`src/rtl/alu_pkg.sv`:
```
// Shared opcode map, FSM encoding and opcode predicates for the multi-cycle ALU.
package alu_pkg;

  localparam logic [3:0] ALU_ADD   = 4'b0000;
  localparam logic [3:0] ALU_SUB   = 4'b0001;
  localparam logic [3:0] ALU_AND   = 4'b0010;
  localparam logic [3:0] ALU_OR    = 4'b0011;
  localparam logic [3:0] ALU_XOR   = 4'b0100;
  localparam logic [3:0] ALU_SLT   = 4'b0101;
  localparam logic [3:0] ALU_SLTU  = 4'b0110;
  localparam logic [3:0] ALU_MUL   = 4'b1000;
  localparam logic [3:0] ALU_MULHU = 4'b1001;
  localparam logic [3:0] ALU_DIV   = 4'b1100;
  localparam logic [3:0] ALU_DIVU  = 4'b1101;
  localparam logic [3:0] ALU_REM   = 4'b1110;
  localparam logic [3:0] ALU_REMU  = 4'b1111;

  typedef enum logic [1:0] {
    ST_IDLE = 2'd0,
    ST_RUN  = 2'd1,
    ST_FIX  = 2'd2
  } state_t;

  // 1000, 1001 and 11xx run through the shift datapath; 1010/1011 are unknown.
  function automatic logic is_iterative(input logic [3:0] sl);
    return sl[3] & (sl[2] | ~sl[1]);
  endfunction

  function automatic logic is_divide(input logic [3:0] sl);
    return sl[3] & sl[2];
  endfunction

endpackage

```
`src/rtl/alu_muldiv_iter.sv`:
```
// One-bit-per-cycle shift-add multiplier and restoring divider with sign fix-up.
module alu_muldiv_iter
  import alu_pkg::*;
#(
  parameter int WIDTH = 32
) (
  input  logic             clk,
  input  logic             rst,
  input  logic             load,
  input  logic             step,
  input  logic [WIDTH-1:0] in1,
  input  logic [WIDTH-1:0] in2,
  input  logic [3:0]       sl,
  output logic             last,
  output logic [WIDTH-1:0] result
);
  localparam int CW = $clog2(WIDTH);

  logic [3:0]         r_op;
  logic [2*WIDTH-1:0] r_acc;
  logic [WIDTH-1:0]   r_opnd;
  logic [WIDTH-1:0]   r_quo;
  logic [WIDTH-1:0]   r_rem;
  logic [CW-1:0]      r_cnt;
  logic               r_neg_q;
  logic               r_neg_r;

  logic               w_signed, w_neg1, w_neg2;
  logic [WIDTH-1:0]   w_mag1, w_mag2;
  logic [WIDTH:0]     w_sum;
  logic [WIDTH:0]     w_trial;
  logic               w_fits;

  assign w_signed = (sl == ALU_DIV) || (sl == ALU_REM);
  assign w_neg1   = w_signed & in1[WIDTH-1];
  assign w_neg2   = w_signed & in2[WIDTH-1];
  assign w_mag1   = w_neg1 ? -in1 : in1;
  assign w_mag2   = w_neg2 ? -in2 : in2;

  // r_opnd holds the multiplicand for multiplies, the divisor magnitude for divides.
  assign w_sum   = {1'b0, r_acc[2*WIDTH-1:WIDTH]} + {1'b0, r_opnd & {WIDTH{r_acc[0]}}};
  assign w_trial = {r_rem, r_quo[WIDTH-1]} - {1'b0, r_opnd};
  assign w_fits  = ~w_trial[WIDTH];

  assign last = step && (r_cnt == CW'(WIDTH - 1));

  always_ff @(posedge clk or posedge rst) begin
    if (rst) begin
      r_op    <= '0;
      r_acc   <= '0;
      r_opnd  <= '0;
      r_quo   <= '0;
      r_rem   <= '0;
      r_cnt   <= '0;
      r_neg_q <= 1'b0;
      r_neg_r <= 1'b0;
    end else if (load) begin
      r_op    <= sl;
      r_acc   <= {{WIDTH{1'b0}}, in2};
      r_opnd  <= is_divide(sl) ? w_mag2 : in1;
      r_quo   <= w_mag1;
      r_rem   <= '0;
      r_cnt   <= '0;
      r_neg_q <= w_neg1 ^ w_neg2;
      r_neg_r <= w_neg1;
    end else if (step) begin
      r_cnt <= r_cnt + 1'b1;
      if (is_divide(r_op)) begin
        r_rem <= w_fits ? w_trial[WIDTH-1:0] : {r_rem[WIDTH-2:0], r_quo[WIDTH-1]};
        r_quo <= {r_quo[WIDTH-2:0], w_fits};
      end else begin
        r_acc <= {w_sum, r_acc[WIDTH-1:1]};
      end
    end
  end

  always_comb begin
    result = '0;
    case (r_op)
      ALU_MUL:             result = r_acc[WIDTH-1:0];
      ALU_MULHU:           result = r_acc[2*WIDTH-1:WIDTH];
      ALU_DIV, ALU_DIVU:   result = r_neg_q ? -r_quo : r_quo;
      ALU_REM, ALU_REMU:   result = r_neg_r ? -r_rem : r_rem;
      default:             result = '0;
    endcase
  end

endmodule

```
`src/rtl/alu_mc.sv`:
```
// Multi-cycle ALU: single-cycle integer ops plus iterative MUL/MULHU/DIV/REM
// behind an IDLE/RUN/FIX controller with a registered result and done pulse.
module alu_mc
  import alu_pkg::*;
#(
  parameter int WIDTH = 32
) (
  input  logic             clk,
  input  logic             rst,
  input  logic             start,
  input  logic [WIDTH-1:0] in1,
  input  logic [WIDTH-1:0] in2,
  input  logic [3:0]       sl,
  output logic             busy,
  output logic             done,
  output logic [WIDTH-1:0] out,
  output logic             zero,
  output logic             sign
);
  state_t           r_state, w_state_next;
  logic [WIDTH-1:0] r_out, w_out_next;
  logic             r_done, w_done_next;
  logic             w_iter_load, w_step, w_last;
  logic [WIDTH-1:0] w_simple, w_iter_result;

  alu_muldiv_iter #(.WIDTH(WIDTH)) u_iter (
    .clk    (clk),
    .rst    (rst),
    .load   (w_iter_load),
    .step   (w_step),
    .in1    (in1),
    .in2    (in2),
    .sl     (sl),
    .last   (w_last),
    .result (w_iter_result)
  );

  assign w_step = (r_state == ST_RUN);

  // Divide-by-zero results are produced here so they complete in one cycle.
  always_comb begin
    w_simple = '0;
    case (sl)
      ALU_ADD:           w_simple = in1 + in2;
      ALU_SUB:           w_simple = in1 - in2;
      ALU_AND:           w_simple = in1 & in2;
      ALU_OR:            w_simple = in1 | in2;
      ALU_XOR:           w_simple = in1 ^ in2;
      ALU_SLT:           w_simple = {{(WIDTH-1){1'b0}}, $signed(in1) < $signed(in2)};
      ALU_SLTU:          w_simple = {{(WIDTH-1){1'b0}}, in1 < in2};
      ALU_DIV, ALU_DIVU: w_simple = '1;
      ALU_REM, ALU_REMU: w_simple = in1;
      default:           w_simple = '0;
    endcase
  end

  always_comb begin
    w_state_next = r_state;
    w_out_next   = r_out;
    w_done_next  = 1'b0;
    w_iter_load  = 1'b0;
    case (r_state)
      ST_IDLE: begin
        if (start) begin
          if (is_iterative(sl) && !(is_divide(sl) && (in2 == '0))) begin
            w_iter_load  = 1'b1;
            w_state_next = ST_RUN;
          end else begin
            w_out_next  = w_simple;
            w_done_next = 1'b1;
          end
        end
      end
      ST_RUN: begin
        if (w_last) w_state_next = ST_FIX;
      end
      ST_FIX: begin
        w_out_next   = w_iter_result;
        w_done_next  = 1'b1;
        w_state_next = ST_IDLE;
      end
      default: w_state_next = ST_IDLE;
    endcase
  end

  always_ff @(posedge clk or posedge rst) begin
    if (rst) begin
      r_state <= ST_IDLE;
      r_out   <= '0;
      r_done  <= 1'b0;
    end else begin
      r_state <= w_state_next;
      r_out   <= w_out_next;
      r_done  <= w_done_next;
    end
  end

  assign busy = (r_state != ST_IDLE);
  assign done = r_done;
  assign out  = r_out;
  assign zero = (r_out == '0);
  assign sign = r_out[WIDTH-1];

endmodule

```
`config.mk`:
```
export PLATFORM = sky130hd
export DESIGN_NAME = alu_mc
export DESIGN_NICKNAME = d
export VERILOG_FILES = /design/src/rtl/alu_pkg.sv /design/src/rtl/alu_muldiv_iter.sv /design/src/rtl/alu_mc.sv
export SDC_FILE = /design/constraint.sdc
export NUM_CORES = 1
export LEC_CHECK = 0
export ABC_AREA = 0
export CORE_MARGIN = 5
export CORE_UTILIZATION = 28
export DETAILED_ROUTE_END_ITERATION = 10
export REMOVE_ABC_BUFFERS = 1
export SETUP_SLACK_MARGIN = 0.1
export SLEW_MARGIN = 20
export SYNTH_ARGS = -nofsm -noshare
export SYNTH_HDL_FRONTEND = slang
export SYNTH_HIERARCHICAL = 1
export SYNTH_SLANG_ARGS = --single-unit
```
`constraint.sdc`:
```
create_clock -name clk -period 12.85 [get_ports clk]
set_clock_uncertainty 0.2 [all_clocks]
set_input_delay 2.57 -clock clk [delete_from_list [all_inputs] [get_ports clk]]
set_output_delay 2.57 -clock clk [all_outputs]
set_load 0.02 [all_outputs]
```
Word level (Yosys, flattened, before mapping)
Cells that the tools add are included.

Add/subtract/negate cells: 9. Reductions and logical operators: 21. Multiplexer cells: 32. Bitwise logic cells: 13. Divide/modulo/power cells: 0. Order comparisons: 2. Eq/ne operators: 24. Multipliers: 0. Shift-type cells: 0.

Operators with widths (count): 32-bit 2-to-1 mux (14); 32-bit case mux with 9 select lines (1); 64-bit 2-to-1 mux (3); 32-bit negation (4); 32-bit case mux with 4 select lines (1); 32-bit bitwise AND (2); 32-bit zero test (2); 32-bit less-than comparator (2); 32-bit case mux with 2 select lines (1); 4-bit == test (second input constant) (10); 32-bit by 32-bit adder with 33-bit output (1); 33-bit by 32-bit subtractor with 33-bit output (1); 32-bit adder (1); 32-bit OR (1); 32-bit subtractor (1); 32-bit bitwise XOR (1); 4-bit by 3-bit == test with 1-bit output (second input constant) (3); 5-bit 2-to-1 mux (2); 4-bit by 2-bit == test with 1-bit output (second input constant) (2); 2-bit inequality test (second input constant) (4); 2-bit nonzero test (4); 2-bit OR reduction (4); 2-bit 2-to-1 mux (3); 3-bit AND reduction (2); 19 further kinds (31).

Memory bits (read-only): 0. Bits of input ports: 71. Word-level logic and storage cells: 112. Register bits after elaboration: 206. Output and inout port bits: 36. Memories kept: 0. Bits in latches: 0. Bits in writable memories: 0.

Logic depth before layout (Yosys ltp)
Depth after elaboration: 9. Gate-level depth with buffers: 15. Gate-level depth less buffers: 15.

Modules after synthesis
The synthesis kept the hierarchy.

Modules (own cells, without submodules): alu_muldiv_iter (seq. area each 4279.1 µm², area each 14209.9 µm², times used 1, cells each 1745); alu_mc (seq. area each 875.8 µm², area each 6886.6 µm², times used 1, cells each 970).

Worst setup path before layout
Ideal clock, no wire load.

Kind: input-to-reg. Start point: input port in1[5]. End point: register r_out[21] (netlist: out[21]). Buffers on the path: 1. Stages on the path: 13. Data required time: 12.514 ns. Path slack: 7.243 ns. Arrival: 5.271 ns. Path through: inv_1 -> ha_1 -> buf_6 -> or4_4 -> a2111oi_4 -> nor2_1 -> a211oi_2 -> o21ai_2 -> a31oi_4 -> mux2_2 -> o21ba_2 -> a221oi_1 -> o21ai_0.

Word-level cells in the longest chain between the ends: 5. Elaborated cells between the ends (all ways): 6. Classes of those cells: add/sub (2); mux (4).

RTL lines: from (decl) (line alu_mc.sv:11) `input logic [WIDTH-1:0] in1,`; 32-bit subtractor / 32-bit adder (equally long branches) (line alu_mc.sv:45, alu_mc.sv:44); 32-bit case mux with 9 select lines (*) (line alu_mc.sv:43) `case (sl)`; 32-bit 2-to-1 mux (*) (line alu_mc.sv:65) `if (is_iterative(sl) && !(is_divide(sl) && (in2 == '0))) begin`; 32-bit 2-to-1 mux (*) (line alu_mc.sv:64) `if (start) begin`; 32-bit case mux with 2 select lines (*) (line alu_mc.sv:62) `case (r_state)`; to (signal assigned) (line alu_mc.sv:93) `r_out <= w_out_next;`; to (decl) (line alu_mc.sv:21) `logic [WIDTH-1:0] r_out, w_out_next;`.

Every way passes the cells marked *; elsewhere a longest branch is shown, timed or not. The select of a mux whose other input is x is not followed. A chain may end at the register's enable or synchronous reset.

Worst setup path in the final report
Start point: input port in1[0]. End point: register r_out[28] (netlist: out[28]).

Same word-level chain as after synthesis.

==> metrics.txt <==
Compound-Gate Fraction of Synth Area 28.9%; grt ovf 0; Layout Cells excl Fill 3709; total die area 80900 µm²; Slew Viols, Final 0; Final Cycle Share 51.9%; clock sink count 206; Leak 9.99 nW; CTS max path bufs 3; final core utilization 32.0%; placed inst area 23000 µm²; Tightest Hold Check Type register to register; PD cells 231 nW/µm²; htree depth 1; GRT Overall Usage 18.7%; total CTS buffers 25; cell count after synthesis 2715; HPWL after detailed placement 60400 µm; NumNets Final 2961; post-synth top area share 24.4%; placed cell count 3662; total wire length 80100 µm; Worst slew margin 19.2%; largest net degree at the start of global routing 234; CTS tree built; Synth Area in Simple Gates 17.9%; PostCTS Resize Cnt 0; Die Span X 284 µm; status finished clean; footprint of the multi-input gates 14700 µm²; RSZ-0062 raised after global routing false; startpoint types input port; via count 21.0k; number of max-cap violations 0; FILL cells 7992; multiplexer area fraction after synthesis 5.02%; chip height 284 µm; Core Area 74600 µm²; number of DRC markers in iteration 0 2546; clock root buffer clkbuf_16; CTS clk-pin slew, worst paths 0.06 ns; clock latency on the worst-skew pair 0.54 ns; Post-CTS Hold Buffers 0; Post-synth EDFFs 0; Main synth FF type dfrtp_1; critical path type input port to register; final non-filler cell area 23900 µm²; Tmin final 6.67 ns; I/O Pins 107; post-route ant nets 0; largest family of logic cells by synthesized area compound AO/OA/AOI/OAI gates; Buffers on Ports 106; area leader, netlist dfrtp_1; WHS Path Cells 2; ys async rst share 100%; Synth Cell Area 21100 µm²; post-synthesis adder-cell area fraction 10.2%; Setup-failing EPs final 0; layout cells sized above 1 5.30%; crit path capture type register; Post CTS Setup Buffer Count 0; Netlist cell types 98; Mean Syn Cell Area 7.77 µm²; post-synthesis xor/xnor area fraction 7.39%; Initial Util 28.3%; DRC Markers 0; register area 5150 µm²; GP Congestion 0.991; Row Count 100; vias in the first global route 19.2k; first-pass GRT wire length 121000 µm; path depth of the worst reg2reg path 14; Ys Warns 6; sequential share of the synthesized area 24.4%; worst-margin pin slew 1.20 ns; total power 0.00552 W; Area Overhead vs Synth 13.2%; Initial DRT Pass Iterations 9; initial antenna violation count 3; worst path required time 13.13 ns; Via density 5.67; post-synthesis register bit count 206; Max Clk Rate 0.150 GHz; top area cells in the synthesized netlist dfrtp_1, ha_1, o21ai_0; final hold vios 0; CP max FO 6; average wire per standard cell 21.6 µm; Worst Path Arrival 6.95 ns; peak supply drop 0.000120 V
==> layer usage <==
metal	share of wire (%)	GRT usage, %
met4	2.9	4.61
met3	8.3	4.05
met2	43	28.4
met1	46	27.1
met5	0.024	0
==> state kept, by name (all words and copies together), names as in the netlist <==
name / cells
u_iter/r_op: 4
u_iter/r_neg_q: 1
u_iter/r_cnt: 5
u_iter/r_opnd: 32
done: 1
u_iter/r_neg_r: 1
u_iter/r_acc: 64
out: 32
u_iter/r_rem: 32
u_iter/r_quo: 32
r_state: 2
==> placed cells by master, fill, tap and decap left out, drive strengths merged, types with 33 or more instances in the layout <==
cell type and n:
nand3 33, buf 37, o31ai 40, and2 46, clkdlybuf4s50 105, o21ai 281
mux2i 98, nor3 54, a211oi 67, a21oi 236, nand2 302, inv 165
xor2 71, nor2 188, dfrtp 206, ha 166, a21o 43, clkbuf 40
xnor2 107
==> where the power goes <==
part / switching [W] / total (W) / internal [W]
registers: 0.000430 / 0.00141 / 0.000981
clock network: 0.000306 / 0.000731 / 0.000425
logic: 0.00193 / 0.00338 / 0.00145
==> Yosys cell counts (45+ instances only) <==
library cell / instances
mux2i_1: 98
xor2_1: 71
a211oi_1: 66
a21oi_1: 236
ha_1: 166
o21ai_0: 262
and2_1: 45
nand2_1: 302
dfrtp_1: 206
clkbuf_1: 128
nor2_1: 188
nor3_1: 53
xnor2_1: 107
inv_1: 164
==> worst paths after layout <==
| kind | from | endpoint | slack (ns) |
|---|---|---|---|
| min in group asynchronous | rst | u_iter/r_quo[29]$_DFFE_PP0P_ | 2.24 |
| min | u_iter/r_cnt[4]$_DFFE_PP0P_ | u_iter/r_cnt[4]$_DFFE_PP0P_ | 0.33 |
| max | in1[0] | out[28]$_DFFE_PP0P_ | 6.18 |
| min reg2reg | u_iter/r_cnt[4]$_DFFE_PP0P_ | u_iter/r_cnt[4]$_DFFE_PP0P_ | 0.33 |
| max in group asynchronous | rst | u_iter/r_op[1]$_DFFE_PP0P_ | 8.07 |
| max reg2reg | u_iter/r_rem[7]$_DFFE_PP0P_ | out[30]$_DFFE_PP0P_ | 7.95 |
==> layout make-up <==
cell class | instances | share of cell area (%)
Antenna cell | 2 | 0.0210
Timing Repair Buffer | 142 | 5.61
Sequential cell | 206 | 21.6
Clock inverter | 5 | 0.241
Clock buffer | 40 | 3.19
Multi-Input combinational cell | 2180 | 61.7
Tap cell | 969 | 5.08
Inverter | 165 | 2.62
==> cell families after synthesis <==
family	after synthesis
AOI/OAI and AO/OA	931
and+or+nand+nor	796
buffers and inverters	329
DFF	206
xor gates and xnor gates	178
adders and majority gates	170
muxes	105
==> critical path, stage by stage <==
cell and delay, ns:
clkdlybuf4s50_1 0.62, inv_1 0.13, ha_1 0.25, fa_1 0.41
o21bai_1 0.17, a21oi_1 0.16, o211ai_1 0.34, nand4b_1 0.28
a311oi_1 0.59, o221ai_1 0.30, nor2_1 0.37, a211oi_1 0.14
a2111oi_1 0.41, o32a_1 0.22
==> through the flow <==
step | setup WS, ns | hold slack [ns] | setup TNS, ns
final | 6.18 | 0.334 | 0
after global routing | 6.11 | 0.368 | 0
after CTS | 6.40 | 0.345 | 0
after detailed placement | 5.84 | 0.331 | 0
after global placement | 5.84 | 0.312 | 0
after floorplan | -4.72 | 0.293 | -704.48
No activity file was read; power rests on OpenSTA's default activity.
